--- src/rtl/regfile_sched_pkg.sv ---
// regfile_sched_pkg: shared widths and requester indices for the register-file write scheduler
package regfile_sched_pkg;
  localparam int DEF_DATA_W = 32;
  localparam int DEF_ADDR_W = 5;
  localparam int REQ_ALU = 0;
  localparam int REQ_MEM = 1;
  localparam int NUM_REGS = 2**DEF_ADDR_W;
endpackage

--- src/rtl/rr_arb2.sv ---
// rr_arb2: two-input round-robin arbiter; pointer flips to the other requester after every grant
module rr_arb2
  import regfile_sched_pkg::*;
(
  input  logic       clk,
  input  logic       rst,
  input  logic [1:0] req,
  output logic [1:0] grant
);
  logic r_ptr;
  assign grant = (&req) ? (r_ptr ? 2'b10 : 2'b01) : req;
  always_ff @(posedge clk) begin
    if (rst) r_ptr <= 1'b0;
    else if (|grant) r_ptr <= grant[REQ_ALU];
  end
endmodule

--- src/rtl/regfile_port_sched.sv ---
// regfile_port_sched: arbitrates ALU/MEM writebacks onto the register file write port
// and tracks pending writes to flag read-after-write hazards.
module regfile_port_sched
  import regfile_sched_pkg::*;
#(
  parameter int DATA_W = DEF_DATA_W,
  parameter int ADDR_W = DEF_ADDR_W
) (
  input  logic              clk,
  input  logic              rst,
  input  logic              alu_valid,
  input  logic [ADDR_W-1:0] alu_reg,
  input  logic [DATA_W-1:0] alu_data,
  output logic              alu_ready,
  input  logic              mem_valid,
  input  logic [ADDR_W-1:0] mem_reg,
  input  logic [DATA_W-1:0] mem_data,
  output logic              mem_ready,
  input  logic              rsv_valid,
  input  logic [ADDR_W-1:0] rsv_reg,
  input  logic [ADDR_W-1:0] rd_reg1,
  input  logic [ADDR_W-1:0] rd_reg2,
  output logic              RegWrite,
  output logic [ADDR_W-1:0] write_reg,
  output logic [DATA_W-1:0] write_data,
  output logic              hazard,
  output logic              sb_err
);
  localparam int NREG = 2**ADDR_W;
  logic [1:0]        w_req, w_grant;
  logic              w_gnt, w_haz1, w_haz2;
  logic [ADDR_W-1:0] w_gnt_reg;
  logic [DATA_W-1:0] w_gnt_data;
  logic [NREG-1:0]   r_pending, w_set, w_clr;
  // no grants while in reset so nothing is accepted and then lost
  assign w_req[REQ_ALU] = alu_valid & ~rst;
  assign w_req[REQ_MEM] = mem_valid & ~rst;
  rr_arb2 u_arb (.clk(clk), .rst(rst), .req(w_req), .grant(w_grant));
  assign alu_ready  = w_grant[REQ_ALU];
  assign mem_ready  = w_grant[REQ_MEM];
  assign w_gnt      = |w_grant;
  assign w_gnt_reg  = w_grant[REQ_MEM] ? mem_reg : alu_reg;
  assign w_gnt_data = w_grant[REQ_MEM] ? mem_data : alu_data;
  // bit 0 of the scoreboard never gets set or cleared, so it stays 0
  assign w_clr = (w_gnt && w_gnt_reg != '0) ? NREG'(1) << w_gnt_reg : '0;
  assign w_set = (rsv_valid && rsv_reg != '0) ? NREG'(1) << rsv_reg : '0;
  always_ff @(posedge clk) begin
    if (rst) begin
      r_pending  <= '0;
      sb_err     <= 1'b0;
      RegWrite   <= 1'b0;
      write_reg  <= '0;
      write_data <= '0;
    end else begin
      r_pending <= w_set | (r_pending & ~w_clr);
      sb_err    <= |(w_set & r_pending & ~w_clr);
      RegWrite  <= w_gnt && w_gnt_reg != '0;
      if (w_gnt) begin
        write_reg  <= w_gnt_reg;
        write_data <= w_gnt_data;
      end
    end
  end
  // the in-flight term covers the gap between scoreboard clear and file commit
  assign w_haz1 = rd_reg1 != '0 && (r_pending[rd_reg1] || (RegWrite && write_reg == rd_reg1));
  assign w_haz2 = rd_reg2 != '0 && (r_pending[rd_reg2] || (RegWrite && write_reg == rd_reg2));
  assign hazard = w_haz1 | w_haz2;
endmodule
--- config.mk ---
export PLATFORM = sky130hd
export DESIGN_NAME = regfile_port_sched
export DESIGN_NICKNAME = d
export VERILOG_FILES = /design/src/rtl/regfile_sched_pkg.sv /design/src/rtl/rr_arb2.sv /design/src/rtl/regfile_port_sched.sv
export SDC_FILE = /design/constraint.sdc
export NUM_CORES = 1
export LEC_CHECK = 0
export ABC_AREA = 1
export ABC_CLOCK_PERIOD_IN_PS = 2350
export CAP_MARGIN = 20
export CORE_MARGIN = 1
export CORE_UTILIZATION = 30
export DETAILED_ROUTE_END_ITERATION = 6
export SYNTH_ARGS = -nofsm -noshare
export SYNTH_HDL_FRONTEND = slang
export SYNTH_SLANG_ARGS = --single-unit
export TNS_END_PERCENT = 5
--- constraint.sdc ---
create_clock -name clk -period 2.35 [get_ports clk]
set_input_delay 0.235 -clock clk [delete_from_list [all_inputs] [get_ports clk]]
set_output_delay 0.235 -clock clk [all_outputs]
set_load 0.02 [all_outputs]
Word level (Yosys, flattened, before mapping)
Cells that the tools add are included.
{"block": "totals", "register_bits": 72, "input_bits": 94, "output_inout_bits": 42, "wordCells": 46}
{"block": "classes", "magnitude_cmp": 2, "n_eq_ne": 2, "shifts": 2, "n_mux": 10, "n_bitwise": 9, "n_reduce_logical": 15}
{"operator": "$and A32 B32 Y32", "count": 3}
{"operator": "$mux W32", "count": 3}
{"operator": "$shl A1 B5 Y32 const A", "count": 2}
{"operator": "$not A32 Y32", "count": 1}
{"operator": "$or A32 B32 Y32", "count": 1}
{"operator": "$reduce_or A32 Y1", "count": 1}
{"operator": "$reduce_bool A5 Y1", "count": 4}
{"operator": "$lt A5 B6 Y1 const B", "count": 2}
{"operator": "$bmux W1 S5", "count": 2}
{"operator": "$eq A5 B5 Y1", "count": 2}
{"operator": "$logic_and A1 B1 Y1", "count": 6}
{"operator": "$mux W5", "count": 1}
{"operator": "$mux W2", "count": 2}
{"operator": "$and A1 B1 Y1", "count": 2}
{"operator": "$logic_or A1 B1 Y1", "count": 2}
{"operator": "$mux W1", "count": 2}
{"operator": "$reduce_and A2 Y1", "count": 1}
{"operator": "$reduce_or A2 Y1", "count": 1}
{"operator": "$not A1 Y1", "count": 1}
{"operator": "$or A1 B1 Y1", "count": 1}

Logic depth before layout (Yosys ltp)
Gate-level depths: netlist of the first run.
{"block": "logic_depth", "depth_word": 11, "mapped_depth": 17, "depth_no_buf": 16}

Modules after synthesis
A second synthesis of the first run with hierarchy kept.
{"block": "unflattened", "cells_unflattened": 793, "hier_area_um2": 4707.0}
{"module": "regfile_port_sched", "n_inst": 1, "cells_each": 784, "area_per_inst_um2": 4653.2, "seq_area_each_um2": 1421.4}
{"module": "rr_arb2", "n_inst": 1, "cells_each": 9, "area_per_inst_um2": 53.8, "seq_area_each_um2": 20.0}

Least setup slack after synthesis of the first run
No wires, ideal clock.
{"block": "synth_timing", "path_type": "input -> output", "from": "in rd_reg1[1]", "to": "out hazard", "arrival_ps": 1596, "required_ps": 2115, "slack_ps": 519, "cell_stages": 9, "n_path_buf": 1, "path_cell_list": "clkbuf_1 clkinv_1 a21oi_1 o21ai_0 nand3_1 nand3_1 nand3_1 a32oi_1 o22ai_1"}
{"block": "synth_between", "elab_chain_len": 5, "elab_cells_between_ends": 8, "classes_between": "eq/ne (1); mux (2); bitwise (1); reduce/logical (4)"}
{"item": "start, declared", "line": "regfile_port_sched.sv:21", "text": "input logic [ADDR_W-1:0] rd_reg1,"}
{"item": "$bmux W1 S5 or $eq A5 B5 Y1 (tied branches)", "line": "regfile_port_sched.sv:65", "text": "assign w_haz1 = rd_reg1 != '0 && (r_pending[rd_reg1] || (RegWrite && write_reg == rd_reg1));"}
{"item": "$mux W1 (implied by the code) or $logic_and A1 B1 Y1 (tied branches)", "line": "regfile_port_sched.sv:65"}
{"item": "$logic_or A1 B1 Y1", "line": "regfile_port_sched.sv:65"}
{"item": "$logic_and A1 B1 Y1 *", "line": "regfile_port_sched.sv:65"}
{"item": "$or A1 B1 Y1 *", "line": "regfile_port_sched.sv:67", "text": "assign hazard = w_haz1 | w_haz2;"}
{"item": "end, declared", "line": "regfile_port_sched.sv:26", "text": "output logic hazard,"}
Every way passes the cells marked *; elsewhere a longest branch is shown, timed or not. The select of a mux whose other input is x is not followed.

Final worst setup path of the first run
{"block": "layout_timing", "from": "in alu_valid", "to": "reg sb_err"}
{"block": "layout_between", "elab_chain_len": 10, "elab_cells_between_ends": 12, "classes_between": "shift (1); mux (3); bitwise (3); reduce/logical (5)"}
{"item": "start, declared", "line": "regfile_port_sched.sv:11", "text": "input logic alu_valid,"}
{"item": "$and A1 B1 Y1 *", "line": "regfile_port_sched.sv:36", "text": "assign w_req[REQ_ALU] = alu_valid & ~rst;"}
{"item": "$reduce_and A2 Y1", "line": "rr_arb2.sv:11", "text": "assign grant = (&req) ? (r_ptr ? 2'b10 : 2'b01) : req;"}
{"item": "$mux W2 *", "line": "rr_arb2.sv:11"}
{"item": "$mux W5", "line": "regfile_port_sched.sv:42", "text": "assign w_gnt_reg = w_grant[REQ_MEM] ? mem_reg : alu_reg;"}
{"item": "$reduce_bool A5 Y1", "line": "regfile_port_sched.sv:45", "text": "assign w_clr = (w_gnt && w_gnt_reg != '0) ? NREG'(1) << w_gnt_reg : '0;"}
{"item": "$logic_and A1 B1 Y1", "line": "regfile_port_sched.sv:45"}
{"item": "$mux W32 *", "line": "regfile_port_sched.sv:45"}
{"item": "$not A32 Y32 *", "line": "regfile_port_sched.sv:56", "text": "sb_err <= |(w_set & r_pending & ~w_clr);"}
{"item": "$and A32 B32 Y32 *", "line": "regfile_port_sched.sv:56"}
{"item": "$reduce_or A32 Y1 *", "line": "regfile_port_sched.sv:56"}
{"item": "end signal, assigned", "line": "regfile_port_sched.sv:56"}
{"item": "end, declared", "line": "regfile_port_sched.sv:27", "text": "output logic sb_err"}
Every way passes the cells marked *; elsewhere a longest branch is shown, timed or not.
A chain may end at the register's enable or synchronous reset.

==> results of run 1 <==
[per-layer routing]
metal  vias to the layer above  global-route usage [%]  part of all wire (%)
li1                       2908                       -                     -
met1                      2470                    26.9                    44
met2                       233                    34.7                    44
met3                        27                    5.99                   8.6
met4                         0                    9.71                   2.8
met5                         -                       0                     0
[logic make-up after synthesis]
group | share of synthesized area, %
flops | 31.0
buf+inv | 11.7
compound gates | 22.7
simple gates | 34.6
[report_power, final]
group	internal (mW)	total [mW]	switching (mW)
clock	0.844	1.39	0.543
combinational	0.449	0.934	0.485
sequential	1.29	1.34	0.0473
total	2.58	3.66	1.08
[cell usage in the layout (no fill, tap or decap), drive strengths merged]
cell type      count
a221oi             3
clkdlybuf4s50    132
a21oi             70
o22ai              5
nor3               6
o21ai             70
o211ai            35
clkinvlp           1
bufinv             1
dfxtp             72
inv               98
clkinv             5
nor4               3
nand2            158
nand3             62
nand4              4
a32oi              2
nand3b             3
buf               76
clkbuf            13
dlymetal6s2s       2
nor2             146
[repair_timing]
item / 4_1_cts / 5_1_grt
setup buffers: 0 / 2
setup endpoints to repair: 1 / 3
gates resized for setup: 2 / 14
pin swaps: 0 / 1
[cell type report]
type                            instances  area share (%)
Clock buffer                           12            3.51
Clock inverter                          3           0.606
Inverter                              102            5.49
Multi-Input combinational cell        567            38.3
Sequential cell                        72            20.5
Tap cell                              188            3.35
Timing Repair Buffer                  211            28.2
[stage by stage]
stage	cell area (um2)	setup TNS (ns)	hold slack (ns)	cells	utilization (%)
after global routing	7020	-0.0348	0.449	1155	46.3
after floorplan	4650	0	0.410	778	-
after detailed placement	6680	-0.672	0.431	1138	44.1
after global placement	6680	-0.589	0.426	1138	44.1
after CTS	6970	0	0.439	1153	46.0
final	7020	0	0.435	1155	46.3
[critical path: cells and delay by family]
kind	cells	cell delay (ns)
and+or+nand+nor	12	1.13
AOI/OAI and AO/OA	1	0.06
buffers and inverters	4	0.96
[path summary, 6_finish.rpt]
| path | startpoint | endpoint | cells past startpoint |
|---|---|---|---|
| max | alu_valid | sb_err | 17 |
| min | r_pending[0] | r_pending[0] | 2 |
| max reg2reg | u_arb.r_ptr | sb_err | 17 |
| min reg2reg | r_pending[0] | r_pending[0] | 2 |
==> flow_summary.json, run 1 <==
{
  "critPathArrivalTime_ns": 2.41,
  "fin_crit_sh_pct": 93.4,
  "rows": 45,
  "syn_nets": 872,
  "yosys_warnings": 0,
  "critPathKind": "input pin to register",
  "io-pin-count": 136,
  "drive_gt1_share_pct": 11.9,
  "routabilityCongestion": 0.925,
  "timing.slew.headroom_pct": 50.6,
  "cts_tree": "yes",
  "synthesis.instances": 778,
  "power_density_mw_per_mm2": 522,
  "drc": 0,
  "num-fill-cells": 1558,
  "regArea_mm2": 0.00144,
  "synth_top_area_share_pct": 31.0,
  "synthArstFlopShare_pct": 0,
  "setup_viol": 0,
  "area_growth_pct": 51.0,
  "min_path_type": "register to register",
  "total_power_mw": 3.66,
  "total_leakage_power_nw": 2.94,
  "status": "complete, no violations",
  "cpMaxStageDelayCell": "clkdlybuf4s50_1",
  "syn-mean-instance-area_um2": 5.97,
  "synth_ff_type": "dfxtp_1",
  "clk_pin_slew_ns": 0.06,
  "cts_max_path_buffers": 2,
  "cpPeakStageDelay_ns": 0.50,
  "synth.largest_area_cell": "dfxtp_1",
  "synth_area_leaders": "dfxtp_1 31%, nand2_1 12%, nor2_1 11%, inv_1 7.6%, a21oi_1 7.4%",
  "crit_path_cell_trace": "clkdlybuf4s50_1 > nand2_2 > nand2_4 > buf_4 > o21ai_4 > buf_4 > nor2_8 > buf_6 > nand3_1 > nand2_1 > nand2_1 > nor2_1 > nand2_1 > nor2_1 > nand2_1 > nor2_1 > nor2_1",
  "clk_latency_ns": 0.34,
  "place_ws_ns": -0.290,
  "final_antenna_net_count": 0,
  "hold_viol_final": 0,
  "core_region_area_mm2": 0.0151,
  "maxCapViolCount": 0,
  "path_max_fanout": 11,
  "antenna_found_initial": 0,
  "grt_pass1_vias": 5168,
  "cp-start-kind": "input pin",
  "die_area_mm2": 0.0160,
  "layout.nets": 1057,
  "synthTopCellsByCount": "154 x nand2_1, 139 x nor2_1, 94 x inv_1, 72 x dfxtp_1",
  "fp.dieH_um": 126,
  "overflow": 0,
  "cts_sinks": 72,
  "synth_area_mm2": 0.00465,
  "grt_pass1_wl_um": 26800,
  "portBuffers": 135,
  "seq_area_frac_synth_pct": 31.0,
  "yosys_register_bits": 72,
  "cts_hold_buf": 0,
  "dieWidth_um": 126,
  "tightest_slew_ns": 0.739,
  "n_antenna_cell": 0,
  "vias": 5638,
  "wirelength_um": 16900,
  "htree_num_levels": 3,
  "cts-root-buf": "clkbuf_16",
  "grt_max_degree": 67,
  "hpwl_um": 12800,
  "first_iter_violations": 362,
  "via_per_inst": 4.88,
  "fmax_ghz": 0.456,
  "endpoint_kind": "register",
  "wire_per_inst_um": 14.6,
  "min_period_ns": 2.19,
  "reg2reg_slack_ns": 0.17,
  "synth_enable_flop_cells": 0,
  "yosysMostFrequentCell": "nand2_1",
  "fin_skew_ns": 0.00568,
  "firstDrtPassIters": 5,
  "setup_slack_ns": 0.156,
  "grt_usage_pct": 21.6,
  "cts_buffers": 9,
  "multi_input_area_mm2": 0.00269,
  "ir_drop_mv": 0.352,
  "drv_slew": 0,
  "start_util_pct": 30.7,
  "synth_cell_types": 31,
  "crit_required_ns": 2.57,
  "rsz0062_at_grt": "yes"
}
Power figures use the tool's default switching activity.
==> run 2: changes to the inputs <==
--- a/config.mk
+++ b/config.mk
@@ -8,7 +8,6 @@
 export ABC_AREA = 1
 export ABC_CLOCK_PERIOD_IN_PS = 2350
 export CAP_MARGIN = 20
-export CORE_MARGIN = 1
 export CORE_UTILIZATION = 30
 export DETAILED_ROUTE_END_ITERATION = 6
 export SYNTH_ARGS = -nofsm -noshare
==> results of run 2 <==
Same layout as run 1: the final DEF is identical, and so are final timing and power.
==> run 3: changes to the inputs <==
--- a/config.mk
+++ b/config.mk
@@ -8,9 +8,11 @@
 export ABC_AREA = 1
 export ABC_CLOCK_PERIOD_IN_PS = 2350
 export CAP_MARGIN = 20
+export CORE_MARGIN = 10
 export CORE_UTILIZATION = 30
 export DETAILED_ROUTE_END_ITERATION = 6
 export SYNTH_ARGS = -nofsm -noshare
 export SYNTH_HDL_FRONTEND = slang
+export SYNTH_HIERARCHICAL = 1
 export SYNTH_SLANG_ARGS = --single-unit
 export TNS_END_PERCENT = 5
==> run 3 against run 2 <==
  * Clock-buffer cell count fell by 3
  * Register-to-register slack improved by 0.10 ns
  * Sequential cell count did not move
  * Critical path depth rose by 1
  * Sequential share of layout area fell by 0.95 points
  * Via count rose by 2.9%
  * Clock skew rose by 0.0033 ns
  * Critical path type unchanged
  * Highest routed layer unchanged
==> flow_summary.json, run 3 <==
{
  "status": "complete, no violations",
  "crit_required_ns": 2.58,
  "finalSetupTns_ns": 0,
  "start_util_pct": 30.7,
  "cts_buffers": 9,
  "synth_area_mm2": 0.00471,
  "n_antenna_cell": 0,
  "cts_sinks": 72,
  "min_period_ns": 2.28,
  "hold_ws_ns": 0.402,
  "synth_top_area_share_pct": 30.6,
  "cpMaxStageDelayCell": "clkdlybuf4s50_1",
  "fin_skew_ns": 0.00896,
  "num-fill-cells": 1597,
  "layout.nets": 1082,
  "cpLargestDelayFamily": "simple AND/OR/NAND/NOR gates",
  "cts_tree": "yes",
  "final_common_cell": "nand2_1",
  "synth.largest_area_cell": "dfxtp_1",
  "drive_gt1_share_pct": 17.1,
  "die_area_mm2": 0.0211,
  "dieWidth_um": 145,
  "total_leakage_power_nw": 3.25,
  "first_iter_violations": 390,
  "synth_area_leaders": "dfxtp_1 31%, nand2_1 17%, nand3_1 13%, inv_1 7.3%, nor2_1 6.9%",
  "syn-mean-instance-area_um2": 5.94,
  "portBuffers": 135,
  "timing.slew.headroom_pct": 72.3,
  "place_inst": 1168,
  "path_common_cell": "nand2_1",
  "synthArstFlopShare_pct": 0,
  "routabilityCongestion": 0.949,
  "clk_latency_ns": 0.35,
  "yosys_warnings": 6,
  "fmax_ghz": 0.439,
  "path_max_fanout": 6,
  "tightest_slew_ns": 0.413,
  "clk_pin_slew_ns": 0.06,
  "grt-busiest-layer": "met2",
  "yosys_register_bits": 72,
  "antenna_found_initial": 0,
  "total_power_mw": 3.97,
  "grt_pass1_wl_um": 29000,
  "synthesis.instances": 793,
  "drc": 0,
  "gr-usage-met2_pct": 26.5,
  "min_path_type": "input pin to register",
  "regArea_mm2": 0.00144,
  "grt_pass1_vias": 5494,
  "power_density_mw_per_mm2": 539,
  "drv_slew": 0,
  "maxCapViolCount": 0,
  "core_region_area_mm2": 0.0153,
  "syn_nets": 887,
  "cp-start-kind": "input pin",
  "synth_cell_types": 30,
  "critPathKind": "input pin to register",
  "grt_max_degree": 35,
  "cpPeakStageDelay_ns": 0.45,
  "grt_use_met3_pct": 6.86,
  "synth_enable_flop_cells": 0,
  "final_antenna_net_count": 0,
  "wire_per_inst_um": 15.3,
  "yosysMostFrequentCell": "nand2_1",
  "use_met1_pct": 20.1,
  "area_growth_pct": 56.3,
  "seq_area_frac_synth_pct": 30.6,
  "firstDrtPassIters": 6,
  "final_cells": 1204,
  "hold_viol_final": 0,
  "rows": 45,
  "ir_drop_mv": 0.501,
  "synthTopCellsByCount": "209 x nand2_1, 123 x nand3_1, 91 x inv_1, 87 x nor2_1, 72 x dfxtp_1",
  "hpwl_um": 14400,
  "setup_viol": 0,
  "synth_ff_type": "dfxtp_1",
  "fin_util_pct": 48.0,
  "fp.dieH_um": 145,
  "layout_common_cells": "196 x nand2_1, 131 x clkdlybuf4s50_1, 116 x nand3_1, 89 x inv_1, 81 x buf_4",
  "via_per_inst": 4.82,
  "multi_input_area_mm2": 0.00283,
  "endpoint_kind": "register",
  "htree_num_levels": 3,
  "vias": 5804,
  "wirelength_um": 18500,
  "crit_path_cell_trace": "clkdlybuf4s50_1 > inv_1 > nor2_2 > inv_2 > o21ai_4 > buf_12 > buf_6 > nand2_1 > nand2_4 > nand2_1 > nor2_4 > nand4_1 > nand2_1 > nand2_1 > nor2_2 > nand3_1 > nor2_1 > nor2_1",
  "critPathArrivalTime_ns": 2.51,
  "cts-root-buf": "clkbuf_16",
  "fin_crit_sh_pct": 96.9,
  "io-pin-count": 136,
  "overflow": 0,
  "critPathBufInv": 5,
  "grt_usage_pct": 16.7,
  "cts_hold_buf": 0,
  "cts_max_path_buffers": 2
}
[run 3: cell types whose count changed in the layout (fill, tap and decap cells not counted), sizes merged, moves of 5 or more]
cell    delta
a21oi      -5
buf       +12
nand2     +66
nand3     +64
nand4      +6
nor2      -50
o211ai    -28
o21ai     -37
[run 3: final timing paths]
kind / start / end / slack (ns) / cells after the start
setup reg to reg: u_arb/r_ptr / sb_err / 0.27 / 16
hold reg to reg: r_pending[0] / r_pending[0] / 0.45 / 2
setup / recovery: mem_valid / sb_err / 0.07 / 18
hold / removal: rst / u_arb/r_ptr / 0.40 / 4
[run 3: repair_timing]
item | 4_1_cts | 5_1_grt
setup endpoints to repair | 2 | 5
gates cloned | 0 | 2
pin swaps | 0 | 22
buffers inserted | 0 | 18
resized for setup | 2 | 42
[run 3: kinds of logic after synthesis]
family	share of synthesized area, %
xor gates and xnor gates	0.744
and+or+nand+nor	44.5
buffers and inverters	11.9
AOI/OAI and AO/OA	12.2
DFF	30.6
[run 3: worst min-delay path: cells and delay by family]
kind / cells / cell delay [ns]
buffers and inverters: 1 / 0.25
AND/OR/NAND/NOR: 3 / 0.22
[run 3: area by class of cell]
cell class                 count  share of cell area [%]
inverter                      98                    5.09
clock buffer                   9                    3.06
sequential                    72                    19.6
clock inverter                 7                    1.70
tap                          211                    3.59
timing repair inverter         1                   0.102
timing repair buffer         224                    28.4
multi-input combinational    582                    38.5
[run 3: stage by stage]
stage	worst slack, ns	cell area [um2]
6_report	0.0727	7360
5_1_grt	-0.0743	7360
4_1_cts	0.0120	7040
3_5_place_dp	-0.345	6700
3_3_place_gp	-0.312	6700
2_1_floorplan	0.0327	4710
[run 3: routing by layer]
metal | up-vias | share of wire (%)
met5 | - | 0
met4 | 0 | 1.6
met3 | 22 | 9.4
met2 | 195 | 46
met1 | 2647 | 43
li1 | 2940 | -
[run 3: power breakdown]
part	leakage, nW	switching (mW)	internal, mW
Combinational	2.50	0.527	0.481
Clock	0.171	0.591	1.05
Sequential	0.587	0.0425	1.28
Total	3.25	1.16	2.81
